`src/rtl/alu_share_arbiter_pkg.sv`:
```
// Shared definitions for the ALU sharing arbiter.
// - ALU op codes understood by the shared ALU (the arbiter only passes them through).
// - FSM state encoding for the arbiter control.
package alu_share_arbiter_pkg;

    localparam logic [2:0] ALU_AND = 3'd0;
    localparam logic [2:0] ALU_OR  = 3'd1;
    localparam logic [2:0] ALU_ADD = 3'd2;
    localparam logic [2:0] ALU_SUB = 3'd6;
    localparam logic [2:0] ALU_SLT = 3'd7;

    typedef enum logic [1:0] {
        ST_IDLE = 2'd0,
        ST_EXEC = 2'd1,
        ST_RESP = 2'd2
    } state_t;

endpackage

```
`src/rtl/alu_share_arbiter_rr_picker.sv`:
```
// Combinational round-robin picker.
// Scans ptr+1, ptr+2, ... (mod N) and reports the first asserted valid bit.
// Ports:
//   valid  [N]   request vector
//   ptr    [IW]  index granted last time (lowest priority this round)
//   onehot [N]   one-hot of the picked index (zero when nothing valid)
//   idx    [IW]  binary picked index
//   any          at least one valid bit
module rr_picker #(
    parameter int N  = 3,
    parameter int IW = (N > 1) ? $clog2(N) : 1
) (
    input  logic [N-1:0]  valid,
    input  logic [IW-1:0] ptr,
    output logic [N-1:0]  onehot,
    output logic [IW-1:0] idx,
    output logic          any
);

    logic [IW-1:0] cand;

    always_comb begin
        onehot = '0;
        idx    = '0;
        any    = 1'b0;
        cand   = '0;
        // The modulo keeps candidates inside 0..N-1 even when N is not a power of two.
        for (int k = 1; k <= N; k++) begin
            cand = IW'((int'(ptr) + k) % N);
            if (!any && valid[cand]) begin
                any          = 1'b1;
                idx          = cand;
                onehot[cand] = 1'b1;
            end
        end
    end

endmodule

```
`src/rtl/alu_share_arbiter.sv`:
```
// Shares one combinational ALU among N requesters with round-robin grants
// and a single operation in flight (IDLE -> EXEC -> RESP -> IDLE).
// Ports:
//   clk, rst                   clock, asynchronous active-high reset
//   req_valid/req_ready [N]    request handshake, ready is one-hot and only in IDLE
//   req_a/req_b [N*W]          operands, requester i at [i*W +: W]
//   req_op [N*OPW]             op code, requester i at [i*OPW +: OPW]
//   alu_a/alu_b/alu_op         registered operands/op to the shared ALU
//   alu_result/alu_zero        combinational ALU outputs
//   rsp_valid/rsp_ready [N]    response handshake, one-hot on the granted requester
//   rsp_result/rsp_zero        registered ALU result and zero flag
//   busy                       high whenever the FSM is not IDLE
module alu_share_arbiter
    import alu_share_arbiter_pkg::*;
#(
    parameter int W   = 32,
    parameter int N   = 3,
    parameter int OPW = 3
) (
    input  logic             clk,
    input  logic             rst,
    input  logic [N-1:0]     req_valid,
    output logic [N-1:0]     req_ready,
    input  logic [N*W-1:0]   req_a,
    input  logic [N*W-1:0]   req_b,
    input  logic [N*OPW-1:0] req_op,
    output logic [W-1:0]     alu_a,
    output logic [W-1:0]     alu_b,
    output logic [OPW-1:0]   alu_op,
    input  logic [W-1:0]     alu_result,
    input  logic             alu_zero,
    output logic [N-1:0]     rsp_valid,
    input  logic [N-1:0]     rsp_ready,
    output logic [W-1:0]     rsp_result,
    output logic             rsp_zero,
    output logic             busy
);

    localparam int IW = (N > 1) ? $clog2(N) : 1;

    state_t        state, state_nxt;
    logic [IW-1:0] rr_ptr;
    logic [IW-1:0] gnt;
    logic          accept;

    logic [N-1:0]   pick_onehot;
    logic [IW-1:0]  pick_idx;
    logic           pick_any;
    logic [W-1:0]   sel_a;
    logic [W-1:0]   sel_b;
    logic [OPW-1:0] sel_op;

    rr_picker #(.N(N), .IW(IW)) u_picker (
        .valid  (req_valid),
        .ptr    (rr_ptr),
        .onehot (pick_onehot),
        .idx    (pick_idx),
        .any    (pick_any)
    );

    // Operand mux for the picked requester.
    always_comb begin
        sel_a  = '0;
        sel_b  = '0;
        sel_op = '0;
        for (int i = 0; i < N; i++) begin
            if (pick_idx == IW'(i)) begin
                sel_a  = req_a[i*W +: W];
                sel_b  = req_b[i*W +: W];
                sel_op = req_op[i*OPW +: OPW];
            end
        end
    end

    always_ff @(posedge clk or posedge rst) begin
        if (rst) begin
            state <= ST_IDLE;
        end else begin
            state <= state_nxt;
        end
    end

    always_comb begin
        state_nxt = state;
        req_ready = '0;
        rsp_valid = '0;
        busy      = 1'b1;
        accept    = 1'b0;
        case (state)
            ST_IDLE: begin
                busy = 1'b0;
                // Gated by rst so that no handshake is offered while reset is held.
                if (pick_any && !rst) begin
                    req_ready = pick_onehot;
                    accept    = 1'b1;
                    state_nxt = ST_EXEC;
                end
            end
            ST_EXEC: begin
                state_nxt = ST_RESP;
            end
            ST_RESP: begin
                rsp_valid = N'(1) << gnt;
                // Only the granted requester's rsp_ready can release the result.
                if (rsp_ready[gnt]) begin
                    state_nxt = ST_IDLE;
                end
            end
            default: begin
                state_nxt = ST_IDLE;
            end
        endcase
    end

    always_ff @(posedge clk or posedge rst) begin
        if (rst) begin
            rr_ptr     <= IW'(N - 1);
            gnt        <= '0;
            alu_a      <= '0;
            alu_b      <= '0;
            alu_op     <= '0;
            rsp_result <= '0;
            rsp_zero   <= 1'b0;
        end else begin
            // Operands stay on the ALU inputs after the operation; they are not cleared.
            if (accept) begin
                alu_a  <= sel_a;
                alu_b  <= sel_b;
                alu_op <= sel_op;
                gnt    <= pick_idx;
                rr_ptr <= pick_idx;
            end
            // The ALU has had the full EXEC cycle to settle on the registered operands.
            if (state == ST_EXEC) begin
                rsp_result <= alu_result;
                rsp_zero   <= alu_zero;
            end
        end
    end

endmodule

```
`config.mk`:
```
export PLATFORM = sky130hd
export DESIGN_NAME = alu_share_arbiter
export DESIGN_NICKNAME = d
export VERILOG_FILES = /design/src/rtl/alu_share_arbiter_pkg.sv /design/src/rtl/alu_share_arbiter_rr_picker.sv /design/src/rtl/alu_share_arbiter.sv
export SDC_FILE = /design/constraint.sdc
export NUM_CORES = 1
export LEC_CHECK = 0
export ABC_AREA = 1
export ABC_CLOCK_PERIOD_IN_PS = 7900
export BUFFER_PORTS_ARGS = -buffer_cell sky130_fd_sc_hd__buf_2
export CAP_MARGIN = 15
export CORE_MARGIN = 10
export CORE_UTILIZATION = 45
export CTS_BUF_LIST = sky130_fd_sc_hd__clkbuf_4 sky130_fd_sc_hd__clkbuf_8
export DETAILED_ROUTE_END_ITERATION = 7
export PLACE_DENSITY = 0.85
export SLEW_MARGIN = 25
export SYNTH_ARGS = -nofsm -noshare
export SYNTH_HDL_FRONTEND = slang
export SYNTH_HIERARCHICAL = 1
export SYNTH_SLANG_ARGS = --single-unit
```
`constraint.sdc`:
```
create_clock -name clk -period 7.9 [get_ports clk]
set_input_delay 1.975 -clock clk [delete_from_list [all_inputs] [get_ports clk]]
set_output_delay 1.975 -clock clk [all_outputs]
set_load 0.01 [all_outputs]
```
-- After elaboration in Yosys (flattened, before gate mapping)
Index checks and enable logic that the tools add are counted.
- add/sub/neg operators: 3
- divide/modulo/power cells: 3
- $lt $le $gt $ge: 7
- equal/unequal tests: 6
- shift operators: 1
- mux-type cells: 41
- bitwise operators: 2
- reductions and logical operators: 12
- operators by type and width (operator ; number):
    2-to-1 mux 32 bit ; 6
    modulo 32 x 3 -> 32 bit, second input constant ; 3
    2-to-1 mux 3 bit ; 9
    2-to-1 mux 1 bit ; 13
    < comparator 2 x 3 -> 1 bit, second input constant ; 4
    2-to-1 mux 2 bit ; 5
    binary-select mux 1 bit (select 2 bit) ; 4
    adder 2 x 2 -> 3 bit, second input constant ; 2
    demux 1 bit (select 2 bit) ; 3
    greater-or-equal comparator 2 x 1 -> 1 bit, second input constant ; 3
    logical AND 1 bit ; 6
    bitwise OR 3 bit ; 2
    one-hot mux 2 bit (3 select lines) ; 1
    == test 2 x 1 -> 1 bit, second input constant ; 2
    == test 2 bit, second input constant ; 2
    logical NOT 2 bit ; 2
    != test 2 bit, second input constant ; 2
    adder 2 x 1 -> 3 bit, second input constant ; 1
    logical NOT 1 bit ; 3
    << shifter 1 x 2 -> 3 bit, first input constant ; 1
    AND reduction 2 bit ; 1
- flip-flop bits (word level): 106
- input bits: 242
- output and inout bits: 107
- word-level logic and storage cells: 83

-- Depth between registers and ports, before layout
- depth after elaboration: 15
- depth in mapped cells: 19
- mapped depth without buffers: 16

-- Cells and area by module
The synthesis kept the hierarchy.
- modules (own cells, without submodules) (module ; times used ; cells an instance ; area each (µm²) ; sequential area each (µm²)):
    alu_share_arbiter ; 1 ; 770 ; 5536.6 ; 2628.8
    rr_picker ; 1 ; 64 ; 329.1 ; 0.0

-- Worst setup path after synthesis
OpenSTA, ideal clock, no wires.
- kind: input port to output port
- start point: input port rst
- end point: output port req_ready[0]
- arrival: 5.387 ns
- required time: 5.925 ns
- path slack: 0.538 ns
- stages on the path: 6
- path buffers: 1
- cell sequence: inv_1 -> nand2_1 -> nor2_8 -> inv_2 -> buf_2 -> nor2_1
- longest elaborated chain between the ends: 4
- ends and longest elaborated chain (item ; RTL line ; source):
    from (decl) ; alu_share_arbiter.sv:21 ; input logic rst,
    logical NOT 1 bit (no source line) ; n/a ;
    logical AND 1 bit ; alu_share_arbiter.sv:93 ; if (pick_any && !rst) begin
    2-to-1 mux 3 bit ; alu_share_arbiter.sv:93 ;
    2-to-1 mux 3 bit ; alu_share_arbiter.sv:89 ; case (state)
    to (decl) ; alu_share_arbiter.sv:23 ; output logic [N-1:0] req_ready,
Every way passes these cells.

-- Worst setup path after layout
- start point: input port req_valid[2]
- end point: output port req_ready[2]
- longest elaborated chain between the ends: 12
- elaborated cells on any way between the ends: 21
- classes of those cells: 14 x mux; 2 x bitwise; 5 x reduce/logical
- ends and longest elaborated chain (item ; RTL line ; source):
    from (decl) ; alu_share_arbiter.sv:22 ; input logic [N-1:0] req_valid,
    binary-select mux 1 bit (select 2 bit) ; alu_share_arbiter_rr_picker.sv:30 ; if (!any && valid[cand]) begin
    2-to-1 mux 1 bit (not written as such) ; alu_share_arbiter_rr_picker.sv:30 ;
    2-to-1 mux 1 bit ; alu_share_arbiter_rr_picker.sv:30 ;
    logical NOT 1 bit ; alu_share_arbiter_rr_picker.sv:30 ;
    logical AND 1 bit ; alu_share_arbiter_rr_picker.sv:30 ;
    2-to-1 mux 1 bit ; alu_share_arbiter_rr_picker.sv:30 ;
    logical NOT 1 bit ; alu_share_arbiter_rr_picker.sv:30 ;
    logical AND 1 bit ; alu_share_arbiter_rr_picker.sv:30 ;
    2-to-1 mux 1 bit * ; alu_share_arbiter_rr_picker.sv:30 ;
    net pick_any ; alu_share_arbiter.sv:48 ; logic pick_any;
    logical AND 1 bit * ; alu_share_arbiter.sv:93 ;
    2-to-1 mux 3 bit * ; alu_share_arbiter.sv:93 ;
    2-to-1 mux 3 bit * ; alu_share_arbiter.sv:89 ;
The timed path passes the listed nets; every way through them passes the cells marked *. The select of a mux whose other input is x is not followed.

==> flow_summary_export.csv <==
group,metric,value,unit
final_layout,area_growth_syn_to_layout,32.15,%
clock_network,cts_max_level,3,
synth,syn_area,5866,um2
die,std_cell_rows,41,
placed_design,placed_area,7582,um2
sta,fin_crit_sh,72.29,%
placed_design,dp_hpwl,17950,um
die,fp.dieH,134.2,um
sta,clock.fmax,175.1,MHz
final_layout,drive_gt1_share,34.15,%
clock_network,cts_made_buffers,9,
final_layout,postLayoutCoreUtil,61.17,%
clock_network,clock-sinks,105,
synth,synth.avg_cell_area,7.033,um2
clock_network,postCtsSetupRepairBufs,0,
drt,firstDrtPassIters,5,
final_layout,fill_cells,1218,
grt,antenna_found_initial,2,
drt,first_iter_violations,388,
sta,timing.slew.headroom,34.13,%
grt,grt_use_met3,7.506,%
drt,routedWlPerCell,17.85,um
synth,yosysWarningCount,6,
grt,grt_pass1_wl,35650,um
worst_setup_path,worstPathArrival,3.74,ns
clock_network,cts_hold_repair.buffers,0,
worst_setup_path,rr_startpoint,"rr_ptr[0]$_DFFE_PP0P_",
die,die-area,18000,um2
sta,finClkSkew,0.009327,ns
drt,vias,6926,
flow_run,drv_cap,0,
final_layout,design_area,7751,um2
grt,grt_max_degree,73,
grt,grt.busiest_layer,"met2",
die,start_util,46.29,%
placed_design,place_ws,2.169,ns
sta,tns,0,ns
clock_network,cts_resized,0,
grt,gr-total-overflow,0,
grt,grt_pass1_vias,6726,
drt,vias_per_cell,5.259,
sta,setup_ws,2.189,ns
sta,worst_slew_pin_slew,0.9821,ns
worst_hold_path,holdCritStartpoint,"rsp_result[8]$_DFFE_PP0N_",
worst_setup_path,worst_ep_required_time,5.93,ns
worst_setup_path,endpoint_kind,"primary output",
synth,synth_cell_types,24,
placed_design,io_buffers,348,
status,status,"finished clean",
synth,ys_seq_elements,105,
drt,detail-route-antenna-nets,0,
sta,period_minus_slack,5.711,ns
pwr,p_total,3621,uW
synth,synth.yosys.seq_area_share,44.82,%
sta,rsz0062_at_grt,"no",
pwr,cellLeakagePower,0.004587,uW
pwr,powerDensity,467.1,nW/um2
clock_network,cts-root-buf,"clkbuf_8",
sta,finalHoldViolCount,0,
worst_hold_path,hold_path.class,"reg -> reg",
placed_design,gp_congestion,0.8736,
die,boundaryPins,349,
drt,drc,0,
final_layout,final_nets,1386,
die,die_width,134.2,um
final_layout,final-seq-area,2629,um2
sta,finalSetupViolCount,0,
final_layout,diodes,0,
worst_setup_path,worst_setup_path_start_kind,"input pin",
clock_network,cts.clk_slew.worst_paths,0.09,ns
die,core_region_area,12670,um2
drt,totalWireLength,23510,um
sta,drv_slew,0,
pwr,vdd_drop_max,200.7,uV
clock_network,insertion_delay,0.37,ns
grt,gr-usage-met2,41.32,%
worst_setup_path,path_class,"in -> out",
grt,grt_use_total,24.43,%
worst_setup_path,cp_max_fo,36,
final_layout,multi_input_area,2831,um2
synth,synth_nets,1080,
worst_setup_path,crit_start,"req_valid[2]",
synth,synthCells,834,
grt,use_met1,28.89,%
clock_network,clockBufferDepth,2,
clock_network,cts_tree,"yes",
flip-flops by register name, indices dropped and copies added (netlist names):
signal	cells
state	2
gnt	1
rsp_result	32
rr_ptr	2
alu_op	3
rsp_zero	1
alu_a	32
alu_b	32
routing by layer:
metal,up-vias,wire length [um],share of wire [%]
met2,367,11490,49
met4,4,527,2.2
met1,3204,9091,39
met3,48,2379,10
li1,3303,-,-
met5,-,25,0.11
power by group:
group	total (uW)	internal (uW)	leakage [uW]	switching [uW]
Sequential	930	794	0.00132	137
Clock	299	116	0.0000852	183
Combinational	2390	744	0.00319	1650
stage by stage:
| stage | cells | hold WS [ns] |
|---|---|---|
| final | 1317 | 0.4734 |
| after detailed placement | 1301 | 0.4536 |
| after floorplan | 834 | 0.4616 |
| after global placement | 1301 | 0.4488 |
| after global routing | 1317 | 0.4961 |
| after CTS | 1317 | 0.4750 |
cell type report:
| class | count | share of cell area (%) |
|---|---|---|
| flip-flops and latches | 105 | 33.91 |
| clock buffers | 10 | 1.695 |
| repair buffers | 356 | 23.24 |
| well taps | 172 | 2.776 |
| multi-input cells | 641 | 36.53 |
| clock inverters | 6 | 0.4520 |
| inverters | 27 | 1.388 |
kinds of logic (layout without fill, tap and decap cells):
kind of cell / count (synthesis) / in the layout / synth area share, %
adders and majority gates: 4 / 4 / 0.8533
DFF: 105 / 105 / 44.82
AOI/OAI and AO/OA: 7 / 7 / 0.8959
and+or+nand+nor: 630 / 630 / 46.40
buffers and inverters: 88 / 399 / 7.039
worst paths after layout:
path | cells past startpoint | end | slack (ns)
min reg2reg | 2 | rsp_result[8]$_DFFE_PP0N_ | 0.47
min in group asynchronous | 2 | alu_b[5]$_DFFE_PP0P_ | 1.67
min | 2 | rsp_result[8]$_DFFE_PP0N_ | 0.47
max | 11 | req_ready[2] | 2.19
max reg2reg | 17 | alu_b[9]$_DFFE_PP0P_ | 4.03
max in group asynchronous | 3 | alu_b[16]$_DFFE_PP0P_ | 5.02
layout by cell type, fill, tap and decap left out, types with 2 or more instances in the layout:
cell type   instances
buf_2             348
ha_1                4
inv_1              19
clkinv_2            5
nor3_1              3
buf_4               8
clkbuf_8            9
nor2_1              6
nand2_2             6
inv_4               2
inv_2               4
clkinvlp_4          2
nand2_1           362
nand3_1           248
dfrtp_1           104
o21ai_0             5
synth_stat cells (all sizes together):
cell,n,area (um2)
o21ai,5,25.02
nor3,3,15.01
inv,25,93.84
buf,42,239.0
clkinv,2,8.750
nand3,249,1251
or2,1,6.260
nor2,9,60.06
o31ai,1,21.27
dfrtp,104,2603
ha,4,50.05
nand2,368,1389
a31oi,1,6.260
clkbuf,19,71.32
dfstp,1,26.28
critical path, stage by stage:
cell and delay, ns:
buf_2 0.11, inv_1 0.13, o21ai_0 0.12, nand2_2 0.13
nand2_2 0.07, or2_1 0.22, nand2_1 0.17, nor2_8 0.06
inv_2 0.48, nor2_1 0.10, buf_2 0.17
Power figures use the tool's default switching activity.
